[src/rtl/alu_mdu.sv]
// rtl/alu_mdu.sv - clocked ALU with an iterative shift-add multiplier / restoring divider
// Single-cycle ops write out; MULT/MULTU/DIV/DIVU run WIDTH steps plus a sign-fix cycle into hi/lo.
module alu_mdu #(
   parameter  int WIDTH = 32,
   localparam int SW    = $clog2(WIDTH)
) (
   input  logic             clk,
   input  logic             rst,
   input  logic             start,
   input  logic [3:0]       alu_control,
   input  logic [1:0]       move_op,
   input  logic [WIDTH-1:0] a,
   input  logic [WIDTH-1:0] b,
   input  logic [SW-1:0]    shift,
   output logic [WIDTH-1:0] out,
   output logic             zero,
   output logic [WIDTH-1:0] hi,
   output logic [WIDTH-1:0] lo,
   output logic             busy,
   output logic             done
);
   typedef enum logic [1:0] {S_IDLE, S_MUL, S_DIV, S_FIX} state_t;

   state_t               state_q;
   logic [SW-1:0]        cnt_q;
   logic [WIDTH-1:0]     out_q, hi_q, lo_q, a_q, dsr_q;
   logic [2*WIDTH-1:0]   acc_q;
   logic                 is_div_q, div0_q, neg_lo_q, neg_hi_q, done_q;

   logic                 a_neg, b_neg;
   logic [WIDTH-1:0]     a_mag, b_mag, alu_d, quo_fix, rem_fix;
   logic [WIDTH:0]       mul_sum, div_shift, div_diff;
   logic [2*WIDTH-1:0]   mul_d, div_d, prod_fix;

   // alu_control[0]==0 selects the signed MULT/DIV variant
   assign a_neg = ~alu_control[0] & a[WIDTH-1];
   assign b_neg = ~alu_control[0] & b[WIDTH-1];
   assign a_mag = a_neg ? -a : a;
   assign b_mag = b_neg ? -b : b;

   always_comb begin
      alu_d = out_q;
      case (alu_control)
         4'b0000: alu_d = a & b;
         4'b0001: alu_d = a | b;
         4'b0010: alu_d = a + b;
         4'b0011: alu_d = a ^ b;
         4'b0100: alu_d = ~(a | b);
         4'b0101: alu_d = a - b;
         4'b0110: alu_d = {{(WIDTH-1){1'b0}}, ($signed(a) < $signed(b))};
         4'b0111: alu_d = {{(WIDTH-1){1'b0}}, (a < b)};
         4'b1001: alu_d = b << shift;
         4'b1010: alu_d = b >> shift;
         4'b1011: alu_d = $signed(b) >>> shift;
         default: alu_d = out_q;
      endcase
   end

   // acc_q holds {partial product, multiplier} or {remainder, dividend/quotient}
   assign mul_sum   = {1'b0, acc_q[2*WIDTH-1:WIDTH]} + (acc_q[0] ? {1'b0, dsr_q} : '0);
   assign mul_d     = {mul_sum, acc_q[WIDTH-1:1]};
   assign div_shift = {acc_q[2*WIDTH-1:WIDTH], acc_q[WIDTH-1]};
   assign div_diff  = div_shift - {1'b0, dsr_q};
   assign div_d     = {(div_diff[WIDTH] ? div_shift[WIDTH-1:0] : div_diff[WIDTH-1:0]),
                       acc_q[WIDTH-2:0], ~div_diff[WIDTH]};

   assign prod_fix = neg_lo_q ? -acc_q : acc_q;
   assign quo_fix  = neg_lo_q ? -acc_q[WIDTH-1:0] : acc_q[WIDTH-1:0];
   assign rem_fix  = neg_hi_q ? -acc_q[2*WIDTH-1:WIDTH] : acc_q[2*WIDTH-1:WIDTH];

   always_ff @(posedge clk) begin
      if (rst) begin
         state_q  <= S_IDLE;
         cnt_q    <= '0;
         out_q    <= '0;
         hi_q     <= '0;
         lo_q     <= '0;
         a_q      <= '0;
         dsr_q    <= '0;
         acc_q    <= '0;
         is_div_q <= 1'b0;
         div0_q   <= 1'b0;
         neg_lo_q <= 1'b0;
         neg_hi_q <= 1'b0;
         done_q   <= 1'b0;
      end else begin
         done_q <= 1'b0;
         case (state_q)
            S_IDLE: begin
               if (start) begin
                  if (alu_control[3:2] == 2'b11) begin
                     state_q  <= alu_control[1] ? S_DIV : S_MUL;
                     is_div_q <= alu_control[1];
                     acc_q    <= {{WIDTH{1'b0}}, a_mag};
                     dsr_q    <= b_mag;
                     a_q      <= a;
                     div0_q   <= (b == '0);
                     neg_lo_q <= a_neg ^ b_neg;
                     neg_hi_q <= a_neg;
                     cnt_q    <= '0;
                  end else if (alu_control == 4'b1000) begin
                     case (move_op)
                        2'b00:   out_q <= lo_q;
                        2'b01:   out_q <= hi_q;
                        2'b10:   lo_q  <= a;
                        default: hi_q  <= a;
                     endcase
                     done_q <= 1'b1;
                  end else begin
                     out_q  <= alu_d;
                     done_q <= 1'b1;
                  end
               end
            end
            S_MUL, S_DIV: begin
               acc_q <= (state_q == S_DIV) ? div_d : mul_d;
               cnt_q <= cnt_q + SW'(1);
               if (cnt_q == SW'(WIDTH-1)) state_q <= S_FIX;
            end
            S_FIX: begin
               if (!is_div_q) begin
                  hi_q <= prod_fix[2*WIDTH-1:WIDTH];
                  lo_q <= prod_fix[WIDTH-1:0];
               end else if (div0_q) begin
                  hi_q <= a_q;
                  lo_q <= '1;
               end else begin
                  hi_q <= rem_fix;
                  lo_q <= quo_fix;
               end
               done_q  <= 1'b1;
               cnt_q   <= '0;
               state_q <= S_IDLE;
            end
            default: state_q <= S_IDLE;
         endcase
      end
   end

   assign out  = out_q;
   assign zero = (out_q == '0);
   assign hi   = hi_q;
   assign lo   = lo_q;
   assign busy = (state_q != S_IDLE);
   assign done = done_q;
endmodule

[config.mk]
export PLATFORM = sky130hd
export DESIGN_NAME = alu_mdu
export DESIGN_NICKNAME = d
export VERILOG_FILES = /design/src/rtl/alu_mdu.sv
export SDC_FILE = /design/constraint.sdc
export NUM_CORES = 2
export LEC_CHECK = 0
export CAP_MARGIN = 25
export CORE_UTILIZATION = 45
export CTS_CLUSTER_SIZE = 20
export DETAILED_ROUTE_END_ITERATION = 7
export PLACE_DENSITY = 0.73
export SLEW_MARGIN = 20
export SYNTH_ARGS = -nofsm -noshare
export SYNTH_HDL_FRONTEND = slang
export SYNTH_SLANG_ARGS = --single-unit
[constraint.sdc]
create_clock -name clk -period 3.6 [get_ports clk]
set_input_delay 0.36 -clock clk [delete_from_list [all_inputs] [get_ports clk]]
set_output_delay 0.36 -clock clk [all_outputs]
set_load 0.01 [all_outputs]
After elaboration in Yosys (flattened, before gate mapping)

Cells that the tools add are included.
Widths: inputs -> output; s select.

Output and inout port bits: 99
Input bits: 78
Logic and storage cells: 121
Register bits: 236

Multiplexer cells: 39
Bitwise gates (word level): 10
Add/subtract/negate cells: 10
Shifts and indexed selects: 3
Equality and inequality tests: 26
Reduce and logical (&&, ||, !) cells: 18
$lt $le $gt $ge: 2

Operator list:

| operator           | number |
|---|---|
| $mux 32            | 19 |
| $pmux 32 s11       | 1 |
| $mux 64            | 4 |
| $pmux 32 s2        | 3 |
| $neg 32->32        | 4 |
| $pmux 64 s2        | 1 |
| $logic_not 32->1   | 2 |
| $lt 32x32->1       | 2 |
| $neg 64->64        | 1 |
| $add 32x32->33     | 1 |
| $sub 33x32->33     | 1 |
| $add 32x32->32     | 1 |
| $and 32x32->32     | 1 |
| $not 32->32        | 1 |
| $or 32x32->32      | 1 |
| $shl 32x5->32      | 1 |
| $shr 32x5->32      | 1 |
| $sshr 32x5->32     | 1 |
| $sub 32x32->32     | 1 |
| $xor 32x32->32     | 1 |
| $eq 4x3->1 const B | 4 |
| $eq 4x4->1 const B | 4 |
| $pmux 5 s3         | 1 |
| $reduce_and 5->1   | 3 |
| 25 further kinds   | 48 |

Depth between registers and ports, before layout

Depth after elaboration: 7
Mapped depth: 15
Gate-level depth less buffers: 13

Least setup slack after synthesis

No wires, ideal clock.

Kind: input to register
Start: in b[5]
End: reg out_q[27], in the netlist out[27]
Setup time: 87 ps
Buffers on the path: 1
Arrival: 3481 ps
Stages: 12
Setup slack: 33 ps
Data required time: 3513 ps
Path through: clkbuf_1 -> inv_1 -> ha_1 -> o21a_1 -> or2_1 -> and4_1 -> or4_4 -> a221o_1 -> a31o_2 -> a2111oi_2 -> o32ai_1 -> a221oi_2

Word-level cells in the longest chain between the ends: 3
Elaborated cells between the ends (all ways): 7
Those cells by class: add/sub: 2; shift: 3; mux: 2

RTL lines:

| item                                         | RTL line | RTL |
|---|---|---|
| from (decl)                                  | 13       | `input logic [WIDTH-1:0] b,` |
| $sub 32x32->32, or another cell as far along | 49       | `4'b0101: alu_d = a - b;` |
| $pmux 32 s11 (*)                             | 43       | `case (alu_control)` |
| $mux 32 (*)                                  | 101      | `end else if (alu_control == 4'b1000) begin` |
| to (signal assigned)                         | 103      | `2'b00: out_q <= lo_q;` |
| to (signal assigned)                         | 104      | `2'b01: out_q <= hi_q;` |
| to (signal assigned)                         | 110      | `out_q <= alu_d;` |
| to (decl)                                    | 26       | `logic [WIDTH-1:0] out_q, hi_q, lo_q, a_q, dsr_q;` |

Mark *: on every way between the ends. The rest lies on a longest branch, timed or not.
A chain may end at the register's enable or synchronous reset.

Final worst setup path

Start: in alu_control[3]
End: reg out_q[1], in the netlist out[1]

Word-level cells in the longest chain between the ends: 3
Elaborated cells between the ends (all ways): 19
Those cells by class: eq/ne: 13; mux: 2; bitwise: 1; reduce/logical: 3

RTL lines:

| item                                                         | RTL line | RTL |
|---|---|---|
| from (decl)                                                  | 10       | `input logic [3:0] alu_control,` |
| $eq 4x4->1, or another cell as far along                     | 101      |  |
| $reduce_bool 12->1 (no line), or another cell as far along   | n/a      |  |
| $reduce_and 5->1 (no line) / $mux 32 (equally long branches) | n/a      |  |

Parallel ways exist; a longest one is shown, timed or not.

==> metrics.txt <==
Final Critical Period=roughly 3.6 ns; Fin Clk Skew=0.116 ns; RSZ-0062 raised after global routing=false; Hold Startpoint=rst; io pins=~180; htree depth=1; CTS Sinks=236; DRC Markers=0; FP Rows=slightly below 90; PnR worst setup slack=0.0158 ns; vias in the first global route=around 31k; worst reg2reg path endpoint=acc_q[62]$_SDFFE_PP0P_; I/O Buffers=176; hold-fix buffers at CTS=0; CP required=4.20 ns; CTS buffer count=30; Root Buffer=clkbuf_16; Synth Flop Type=dfxtp_1; maxcap violations=0; fillers=5701; fin nets=4437; total power per unit cell area=406 nW/µm²; hold crit path type=primary input to flip-flop; YS warnings=0; first-pass GRT wire length=215000 µm; non-filler cells, final=between 4k and 5k; CORE AREA=59500 µm²; Post-synth EDFFs=0; Worst R2R Path Depth=14; leakage=0.0139 µW; crit share post-route=99.6%; Final ANT Viol Nets=0; WL final=between 150000 and 200000 µm; grt total ovfl=0; Post-Syn Area=27300 µm²; vias after detailed routing=33.0k; Initial Util=45.9%; VDD IR max=around 0.44 mV; GPL Wtd Cong=1.07; fmax=279 MHz; Syn Area/Cell=7.32 µm²; postcts setup bufs=0; synth-to-layout area growth=26.3%; detailed placement HPWL=120000 µm; CTS tree=yes; post-synthesis sequential area ratio=17.3%; FF-to-FF Start=acc_q[0]$_SDFFE_PP0P_; via density per instance=~6.6; flop2flop setup slack=0.14 ns; Synth Net Count=3985; initial antenna violation count=5; chip height=248 µm; drt wl/cell=30.4 µm; worst hold path endpoint=hi[5]$_SDFFE_PP0P_; Die Footprint=61700 µm²; drt first pass iters=6; max-slew violations=0; Hold Path Depth=2; Mapped Cells=between 3k and 4k; crit path capture type=flip-flop; Placement Setup Slack=-0.753 ns; Yosys reg bits=between 200 and 250; CTS clk-pin slew, worst paths=approximately 0.060 ns; CP Class=primary input to flip-flop; Tot GR Track Use=approximately half; Final Hold Vio Count=0; Slew HR=21.4%; critical path startpoint category=primary input; clk_lat worst skew=about 0.67 ns; maximum clock path buffer count=3; Worst Path Arrival=about 4.2 ns; outcome=complete, no violations; DRT iter0 DRCs=4001; Max FO, Critical Path=11; layout cell share with drive strength beyond 1=between 15 and 20%; worst-margin pin slew=~1.2 ns; largest net degree at the start of global routing=95; Die W=248 µm; Placed Cells=4924; Post-synth ARST share=0%; final setup fails=0; Synth cell types=95
-- layer usage --
layer / track usage [%] / routed length [µm] / vias up
met3: 15.2 / 18400 / 549
met1: 57.5 / 55900 / 15600
met2: 72.4 / 64200 / 2216
met5: 0 / 30 / -
li1: - / - / 14600
met4: 34.7 / 12900 / 4
-- critical path: stages --
cell	delay (ns)
clkdlybuf4s50_1	0.69
buf_4	0.22
nor2b_1	0.32
nand2_1	0.13
buf_4	0.22
a211oi_1	0.70
a221oi_1	0.37
a2111oi_0	0.79
buf_4	0.22
a21oi_1	0.04
nor2_1	0.09
-- report_power, final --
| group | switching (µW) | internal (µW) |
|---|---|---|
| clock | 1400 | 1950 |
| combinational | 4490 | 2840 |
| sequential | 403 | 2910 |
-- cell type report --
class	instances	area, µm²	share of cell area, %
clock buffers	34	796	2.31
inverters	154	582	1.69
flip-flops and latches	236	4730	13.7
clock inverters	20	270	0.784
well taps	773	967	2.81
multi-input cells	3016	20900	60.7
diodes	6	15.0	0.0436
repair buffers	745	6190	18.0
-- placed cells by master, fill, tap and decap left out, types with 54 or more instances in the layout --
master	count
a21oi_1	326
nor3_1	78
o211ai_1	63
xor2_1	54
mux4_2	69
nand2_1	418
o21ai_0	253
buf_4	556
ha_1	167
xnor2_1	158
mux2i_1	132
dfxtp_1	232
clkdlybuf4s50_1	161
a211oi_1	78
inv_1	150
nor2_1	366
a21o_1	54
-- per-stage QoR --
stage / power (µW) / TNS [ns] / area (µm²) / hold slack [ns] / util, %
6_report: 14000 / 0 / 34500 / 0.0431 / 58.0
5_1_grt: 14500 / 0 / 34500 / 0.0404 / 58.0
3_5_place_dp: 10300 / -11.31 / 33200 / 0.448 / 55.9
3_3_place_gp: 10300 / -11.48 / 33200 / 0.443 / 55.9
4_1_cts: 13700 / 0 / 34300 / 0.0342 / 57.7
2_1_floorplan: 7430 / 0 / 27300 / 0.431 / -
-- worst max-delay path by stage --
stage                         from                   end  slack [ns]  cells after the start
finish              alu_control[3]   out[1]$_SDFFE_PP0P_        0.02                     11
global route                  a[4]  out[27]$_SDFFE_PP0P_      0.0007                     12
CTS                           a[3]  out[31]$_SDFFE_PP0P_       0.004                     14
detailed placement            a[0]  out[28]$_SDFFE_PP0P_       -0.75                     15
global placement              a[0]  out[28]$_SDFFE_PP0P_       -0.73                     15
floorplan                     b[5]  out[27]$_SDFFE_PP0P_        0.03                     12
-- cell families (layout without fill, tap and decap cells) --
kind of cell	after synthesis	count (layout)	share of synthesized area [%]
buffers and inverters	479	953	6.82
other	0	6	0
and+or+nand+nor	1187	1187	20.0
xor gates and xnor gates	212	212	6.80
muxes	222	222	11.4
DFF	236	236	17.3
AOI/OAI and AO/OA	1219	1219	29.5
adders and majority gates	176	176	8.18
-- synthesized netlist by cell type (all sizes together), types with 30 or more instances --
master  count  area share, %
xor2       54            1.7
clkbuf    276            3.8
nor3       81            1.5
o221ai     46            1.5
xnor2     158            5.1
nand3      47           0.86
a211oi     84            2.3
or3        33           0.76
o21ai     270            4.9
dfxtp     236             17
a21oi     327            6.0
nand2     418            5.7
o211ai     63            1.7
a31oi      39           0.89
ha        172            7.9
mux4       69            5.7
buf        49           0.91
o31ai      33           0.94
nor4       50            1.2
nor2      370            5.1
a22oi      30           0.82
inv       153            2.1
a21o       54            1.5
mux2i     132            4.8
-- what timing repair did --
action / 4_1_cts / 5_1_grt
pin swaps: 1 / 5
setup endpoints to repair: 11 / 29
gates resized for setup: 8 / 31
-- flip-flops by register name (all words and copies together) (netlist names), 2 cells and up --
signal,flops
out,32
cnt_q,5
hi,32
acc_q,64
a_q,32
dsr_q,32
lo,32
state_q,2
Note: power is estimated with default switching activity, not from simulation.
